===== src/rtl/dice_round_judge_pkg.sv =====
// ============================================================================
// Module      : dice_round_judge_pkg
// Description : Shared result/winner codes, FSM state encoding and die range
//               for the dice round judge.
// Revision    : 1.0 - initial release
// ============================================================================
`default_nettype none

package dice_round_judge_pkg;

    // Round result codes
    localparam logic [1:0] RES_NONE = 2'b00;
    localparam logic [1:0] RES_P1   = 2'b01;
    localparam logic [1:0] RES_P2   = 2'b10;
    localparam logic [1:0] RES_TIE  = 2'b11;  // tie or void round

    // Match winner codes
    localparam logic [1:0] WIN_NONE = 2'b00;
    localparam logic [1:0] WIN_P1   = 2'b01;
    localparam logic [1:0] WIN_P2   = 2'b10;

    // Legal die face range
    localparam logic [3:0] DICE_MIN = 4'd1;
    localparam logic [3:0] DICE_MAX = 4'd6;

    // Judge FSM states
    typedef enum logic [1:0] {
        ST_WAIT  = 2'd0,
        ST_JUDGE = 2'd1,
        ST_SHOW  = 2'd2,
        ST_OVER  = 2'd3
    } state_t;

    // True when a latched die value is a real face
    function automatic logic die_legal(input logic [3:0] v);
        return (v >= DICE_MIN) && (v <= DICE_MAX);
    endfunction

endpackage

`default_nettype wire


===== src/rtl/dice_hold_timer.sv =====
// ============================================================================
// Module      : dice_hold_timer
// Description : Counts RESULT_HOLD cycles after a load; done is high during
//               the final counted cycle so the caller can leave on that edge.
// Revision    : 1.0 - initial release
// ============================================================================
`default_nettype none

module dice_hold_timer #(
    parameter int RESULT_HOLD = 500,
    parameter int HOLD_W      = 10
) (
    input  logic clk,
    input  logic rst,
    input  logic clr_i,
    input  logic load_i,
    output logic done_o
);

    localparam logic [HOLD_W-1:0] LOAD_VAL = HOLD_W'(RESULT_HOLD - 1);

    logic [HOLD_W-1:0] cnt_q;
    logic              busy_q;

    assign done_o = busy_q && (cnt_q == '0);

    // Down-counter: loaded while the judge evaluates, runs through the show window
    always_ff @(posedge clk or posedge rst) begin
        if (rst) begin
            cnt_q  <= '0;
            busy_q <= 1'b0;
        end else if (clr_i) begin
            cnt_q  <= '0;
            busy_q <= 1'b0;
        end else if (load_i) begin
            cnt_q  <= LOAD_VAL;
            busy_q <= 1'b1;
        end else if (busy_q) begin
            if (cnt_q == '0) begin
                busy_q <= 1'b0;
            end else begin
                cnt_q <= cnt_q - 1'b1;
            end
        end
    end

endmodule

`default_nettype wire


===== src/rtl/dice_round_judge.sv =====
// ============================================================================
// Module      : dice_round_judge
// Description : Collects both players' settled dice, judges each round, keeps
//               match scores, holds the result for display and declares the
//               match winner. All outputs are registered.
// Revision    : 1.0 - initial release
// ============================================================================
`default_nettype none

module dice_round_judge
    import dice_round_judge_pkg::*;
#(
    parameter int WIN_SCORE   = 3,
    parameter int RESULT_HOLD = 500,
    parameter int HOLD_W      = 10
) (
    input  logic       clk,
    input  logic       rst,
    input  logic       finish1,
    input  logic       finish2,
    input  logic [3:0] dice1,
    input  logic [3:0] dice2,
    input  logic       new_game,
    output logic       roll_enable,
    output logic [3:0] score1,
    output logic [3:0] score2,
    output logic [3:0] round_cnt,
    output logic [1:0] round_result,
    output logic       result_valid,
    output logic [1:0] match_winner
);

    localparam logic [3:0] WIN_VAL = 4'(WIN_SCORE);

    state_t     state_q;
    logic       got1_q, got2_q;
    logic [3:0] die1_q, die2_q;
    logic [3:0] score1_q, score2_q, round_cnt_q;
    logic [1:0] result_q, winner_q;
    logic       valid_q, roll_en_q;

    logic       got1_d, got2_d;
    logic [1:0] verdict_d;
    logic       hold_done;

    assign roll_enable  = roll_en_q;
    assign score1       = score1_q;
    assign score2       = score2_q;
    assign round_cnt    = round_cnt_q;
    assign round_result = result_q;
    assign result_valid = valid_q;
    assign match_winner = winner_q;

    // A player counts as "in" for this round once any finish has been seen
    assign got1_d = got1_q | finish1;
    assign got2_d = got2_q | finish2;

    // Round verdict from the latched dice; any illegal face voids the round
    always_comb begin
        verdict_d = RES_TIE;
        if (die_legal(die1_q) && die_legal(die2_q)) begin
            if (die1_q > die2_q) begin
                verdict_d = RES_P1;
            end else if (die2_q > die1_q) begin
                verdict_d = RES_P2;
            end
        end
    end

    dice_hold_timer #(
        .RESULT_HOLD (RESULT_HOLD),
        .HOLD_W      (HOLD_W)
    ) u_hold_timer (
        .clk    (clk),
        .rst    (rst),
        .clr_i  (new_game),
        .load_i (state_q == ST_JUDGE),
        .done_o (hold_done)
    );

    // Judge FSM with its datapath; new_game overrides everything else
    always_ff @(posedge clk or posedge rst) begin
        if (rst) begin
            state_q     <= ST_WAIT;
            got1_q      <= 1'b0;
            got2_q      <= 1'b0;
            die1_q      <= '0;
            die2_q      <= '0;
            score1_q    <= '0;
            score2_q    <= '0;
            round_cnt_q <= '0;
            result_q    <= RES_NONE;
            winner_q    <= WIN_NONE;
            valid_q     <= 1'b0;
            roll_en_q   <= 1'b1;
        end else if (new_game) begin
            state_q     <= ST_WAIT;
            got1_q      <= 1'b0;
            got2_q      <= 1'b0;
            score1_q    <= '0;
            score2_q    <= '0;
            round_cnt_q <= '0;
            result_q    <= RES_NONE;
            winner_q    <= WIN_NONE;
            valid_q     <= 1'b0;
            roll_en_q   <= 1'b1;
        end else begin
            case (state_q)
                ST_WAIT: begin
                    // Only the first settle per player per round is kept
                    if (finish1 && !got1_q) begin
                        got1_q <= 1'b1;
                        die1_q <= dice1;
                    end
                    if (finish2 && !got2_q) begin
                        got2_q <= 1'b1;
                        die2_q <= dice2;
                    end
                    if (got1_d && got2_d) begin
                        state_q   <= ST_JUDGE;
                        roll_en_q <= 1'b0;
                    end
                end
                ST_JUDGE: begin
                    result_q <= verdict_d;
                    if (verdict_d == RES_P1 && score1_q < WIN_VAL) begin
                        score1_q <= score1_q + 1'b1;
                    end
                    if (verdict_d == RES_P2 && score2_q < WIN_VAL) begin
                        score2_q <= score2_q + 1'b1;
                    end
                    if (round_cnt_q != 4'd15) begin
                        round_cnt_q <= round_cnt_q + 1'b1;
                    end
                    got1_q    <= 1'b0;
                    got2_q    <= 1'b0;
                    valid_q   <= 1'b1;
                    roll_en_q <= 1'b0;
                    state_q   <= ST_SHOW;
                end
                ST_SHOW: begin
                    if (hold_done) begin
                        valid_q <= 1'b0;
                        if (score1_q == WIN_VAL || score2_q == WIN_VAL) begin
                            state_q   <= ST_OVER;
                            winner_q  <= (score1_q == WIN_VAL) ? WIN_P1 : WIN_P2;
                            roll_en_q <= 1'b0;
                        end else begin
                            state_q   <= ST_WAIT;
                            roll_en_q <= 1'b1;
                        end
                    end
                end
                ST_OVER: begin
                    roll_en_q <= 1'b0;
                end
                default: begin
                    state_q <= ST_WAIT;
                end
            endcase
        end
    end

endmodule

`default_nettype wire


===== config.mk =====
export PLATFORM = sky130hd
export DESIGN_NAME = dice_round_judge
export DESIGN_NICKNAME = d
export VERILOG_FILES = /design/src/rtl/dice_round_judge_pkg.sv /design/src/rtl/dice_hold_timer.sv /design/src/rtl/dice_round_judge.sv
export SDC_FILE = /design/constraint.sdc
export NUM_CORES = 1
export LEC_CHECK = 0
export CAP_MARGIN = 10
export CORE_ASPECT_RATIO = 1.5
export CORE_MARGIN = 2
export CORE_UTILIZATION = 58
export DETAILED_ROUTE_END_ITERATION = 8
export GPL_TIMING_DRIVEN = 1
export PLACE_DENSITY = 0.88
export SLEW_MARGIN = 10
export SYNTH_ARGS = -nofsm -noshare
export SYNTH_HDL_FRONTEND = slang
export SYNTH_SLANG_ARGS = --single-unit

===== constraint.sdc =====
create_clock -name clk -period 4.6 [get_ports clk]
set_input_delay 1.38 -clock clk [delete_from_list [all_inputs] [get_ports clk]]
set_output_delay 1.38 -clock clk [all_outputs]
set_load 0.03 [all_outputs]

==> flow_summary.toml <==
[run_status]
status = "complete, no violations"

[global_routing]
grt_overflow_total = 0
grt_pass1_wl_mm = 7.37
grt_usage_pct = 24.5
antenna_found_initial = 0
grt_pass1_vias = 1752
grt_max_degree = 42

[sta]
finalWorstSetupSlack_ps = 1290
hold_viol = 0
setup_violations = 0
worst_pin_slew_ps = 787
period_share_pct = 71.9
rsz0062_at_grt = "no"
slew_violations = 0
max-slew-margin-rel_pct = 47.4
tns_ps = 0
period_minus_slack_ps = 3310
finClkSkew_ps = 9.42
fmax_mhz = 302

[die]
core-area_um2 = 3450
die-width_um = 53.2
io_pins = 31
dieArea_um2 = 4150
initial_core_util_pct = 61.2
die_height_um = 77.9
rows = 26

[layout]
layout_common_cells = "40 x dfrtp_1, 30 x clkdlybuf4s50_1, 20 x nor2_1, 18 x a21oi_1, 15 x nand2_1"
fillers = 262
drive_gt1_share_pct = 9.02
layout_commonest_cell = "dfrtp_1"
area_growth_pct = 21.4
final_net_count = 268
diodes = 0

[detailed_routing]
drc = 0
wl_met1_mm = 1.66
drtIter0Drc = 42
wl_per_cell_um = 15.4
antenna_left = 0
routed_wl_mm = 4.40
vias = 1651
firstDrtPassIters = 4
top_layer = "met4"
vias_per_cell = 5.77
wl_met3_um = 106
wl_met2_mm = 2.49

[placement]
place_ws_ps = 1010
place_congestion = 0.756
port_buffers = 30
dpl.hpwl_mm = 3.10

[logic_synthesis]
synth_top_family_by_area = "simple AND/OR/NAND/NOR gates"
yosys.area_share.adder_pct = 7.12
ys_ff_latch = 41
synth_top_flop_cell = "dfrtp_1"
netlist_area_um2 = 2110
synthCells = 209
postSynth.asyncResetShare_pct = 100
synth_nets = 234
synth-compound-area-share_pct = 10.5
synth-edff-count = 0
synth-simple-area-share_pct = 20.7
synth_seq_area_share_pct = 48.7
synth_xor_area_share_pct = 4.15
post_synth.cell_area_avg_um2 = 10.1
muxShareOfSynthArea_pct = 5.63
synth_cell_types = 38
yosysWarnings = 0

[power]
power.switching_mw = 0.610
clock_power_share_pct = 17.1
power_frac_seq_pct = 38.4
pwr_density_cell_nw_per_um2 = 588
p_comb_share_pct = 44.5
swShare_pct = 40.5
ir_drop_uv = 435
internal-power_mw = 0.896
leakage_nw = 1.13

[clock_network]
ctsHtreeMaxLevel = 2
clock_latency_ps = 300
clockRootBuffer = "clkbuf_8"
clock-sinks = 41
cts_tree = "done"
cts_setup_buffers = 0
cts_resized = 0
numCtsBuffers = 5
cts_hold_buffers = 0
cts.path.max_buffers = 2
clk_pin_slew_ps = 80

[critical_path]
cp.arrival_ps = 3500
worstPathBufferInverterCount = 1
reg2reg_depth = 5
r2r-end = "score1[0]"
critical_path_required_ps = 4790
critPathLaunch = "new_game"
slowest_delay_ps = 700
slowest_stage = "clkdlybuf4s50_1"
path_class = "input pin to register"
regToRegSetupSlack_ps = 2300
endpoint = "die1_q[0]"
crit_cells = 4
setup.worst_path.end_class = "register"
path_delay_family = "simple AND/OR/NAND/NOR gates"
cp_cell_sequence = "clkdlybuf4s50_1, nand2b_1, nor3b_1, mux2_2"
path_max_fanout = 17
reg2reg_from = "state_q[1]"
cp-start-kind = "input pin"

[hold_path]
worstHoldPathType = "register to register"

[run]
maxCapViolations = 0
-- flip-flops by register name, summed over array words and instances (netlist names) --
register / cells
u_hold_timer.cnt_q: 10
die1_q: 4
die2_q: 4
round_cnt: 4
score1: 4
score2: 4
match_winner: 2
round_result: 2
state_q: 2
got1_q: 1
got2_q: 1
result_valid: 1
roll_enable: 1
u_hold_timer.busy_q: 1
-- routing by layer --
layer	vias to the layer above	track usage, %
met1	793	23.3
met5	-	0
met3	12	5.00
met4	0	15.9
li1	807	-
met2	39	44.4
-- tightest hold or removal path: cells and delay by family (launching register included) --
kind / cells / cell delay (ps)
AOI/OAI and AO/OA: 1 / 60
DFF: 1 / 380
and+or+nand+nor: 1 / 70
-- cells by family after synthesis --
family | count (synthesis)
DFF | 41
buffers and inverters | 18
and+or+nand+nor | 82
muxes | 11
AOI/OAI and AO/OA | 35
xor gates and xnor gates | 10
adders and majority gates | 12
-- cell usage after synthesis, drive strengths merged (3+ instances only) --
master   n  share of area (%)
nor2    20                3.6
and3     3               0.89
mux2i    4                1.9
mux2     7                3.7
or3      4                1.2
nand3    4               0.95
nor3    13                3.6
nand2   15                2.7
nor2b    6                1.8
inv     12                2.1
clkbuf   3               0.53
a21oi   18                4.3
nand4    3               0.89
xnor2    8                3.3
dfrtp   40                 47
nor3b    4                1.4
nor4     4                1.2
ha      12                7.1
o21ai    7                1.7
-- cell type report --
cell class	count	area, um^2	share of cell area [%]
clock inverter	1	5.00	0.196
timing repair buffer	32	315	12.3
sequential	41	1030	40.1
clock buffer	7	96.3	3.76
multi-input combinational	150	1010	39.6
inverter	13	48.8	1.91
tap	42	52.6	2.05
-- worst min path at each step --
stage | to | slack [ps] | depth (start not counted) | from
final | match_winner[0] | 540 | 2 | match_winner[0]
after global routing | die2_q[3] | 560 | 1 | die2_q[3]
after CTS | die2_q[3] | 540 | 1 | die2_q[3]
after detailed placement | die2_q[3] | 530 | 1 | die2_q[3]
after global placement | die2_q[3] | 520 | 1 | die2_q[3]
after floorplan | die2_q[3] | 510 | 1 | die2_q[3]
-- per-stage QoR --
step / power (mW) / hold WS (ps) / area, um^2 / util (%) / cells
final: 1.51 / 542 / 2560 / 74.2 / 286
after global routing: 1.61 / 558 / 2560 / 74.2 / 286
after floorplan: 1.06 / 509 / 2110 / - / 209
after CTS: 1.51 / 545 / 2560 / 74.2 / 286
after detailed placement: 1.24 / 527 / 2460 / 71.3 / 278
after global placement: 1.21 / 521 / 2460 / 71.3 / 278
-- power groups by stage --
stage               logic [mW]  registers (mW)  clock network, mW
CTS                      0.670           0.578              0.264
floorplan                0.458           0.605                  0
global route             0.737           0.594              0.282
finish                   0.670           0.578              0.258
detailed placement       0.661           0.584                  0
global placement         0.638           0.575                  0
(Power assumes the default switching activity.)
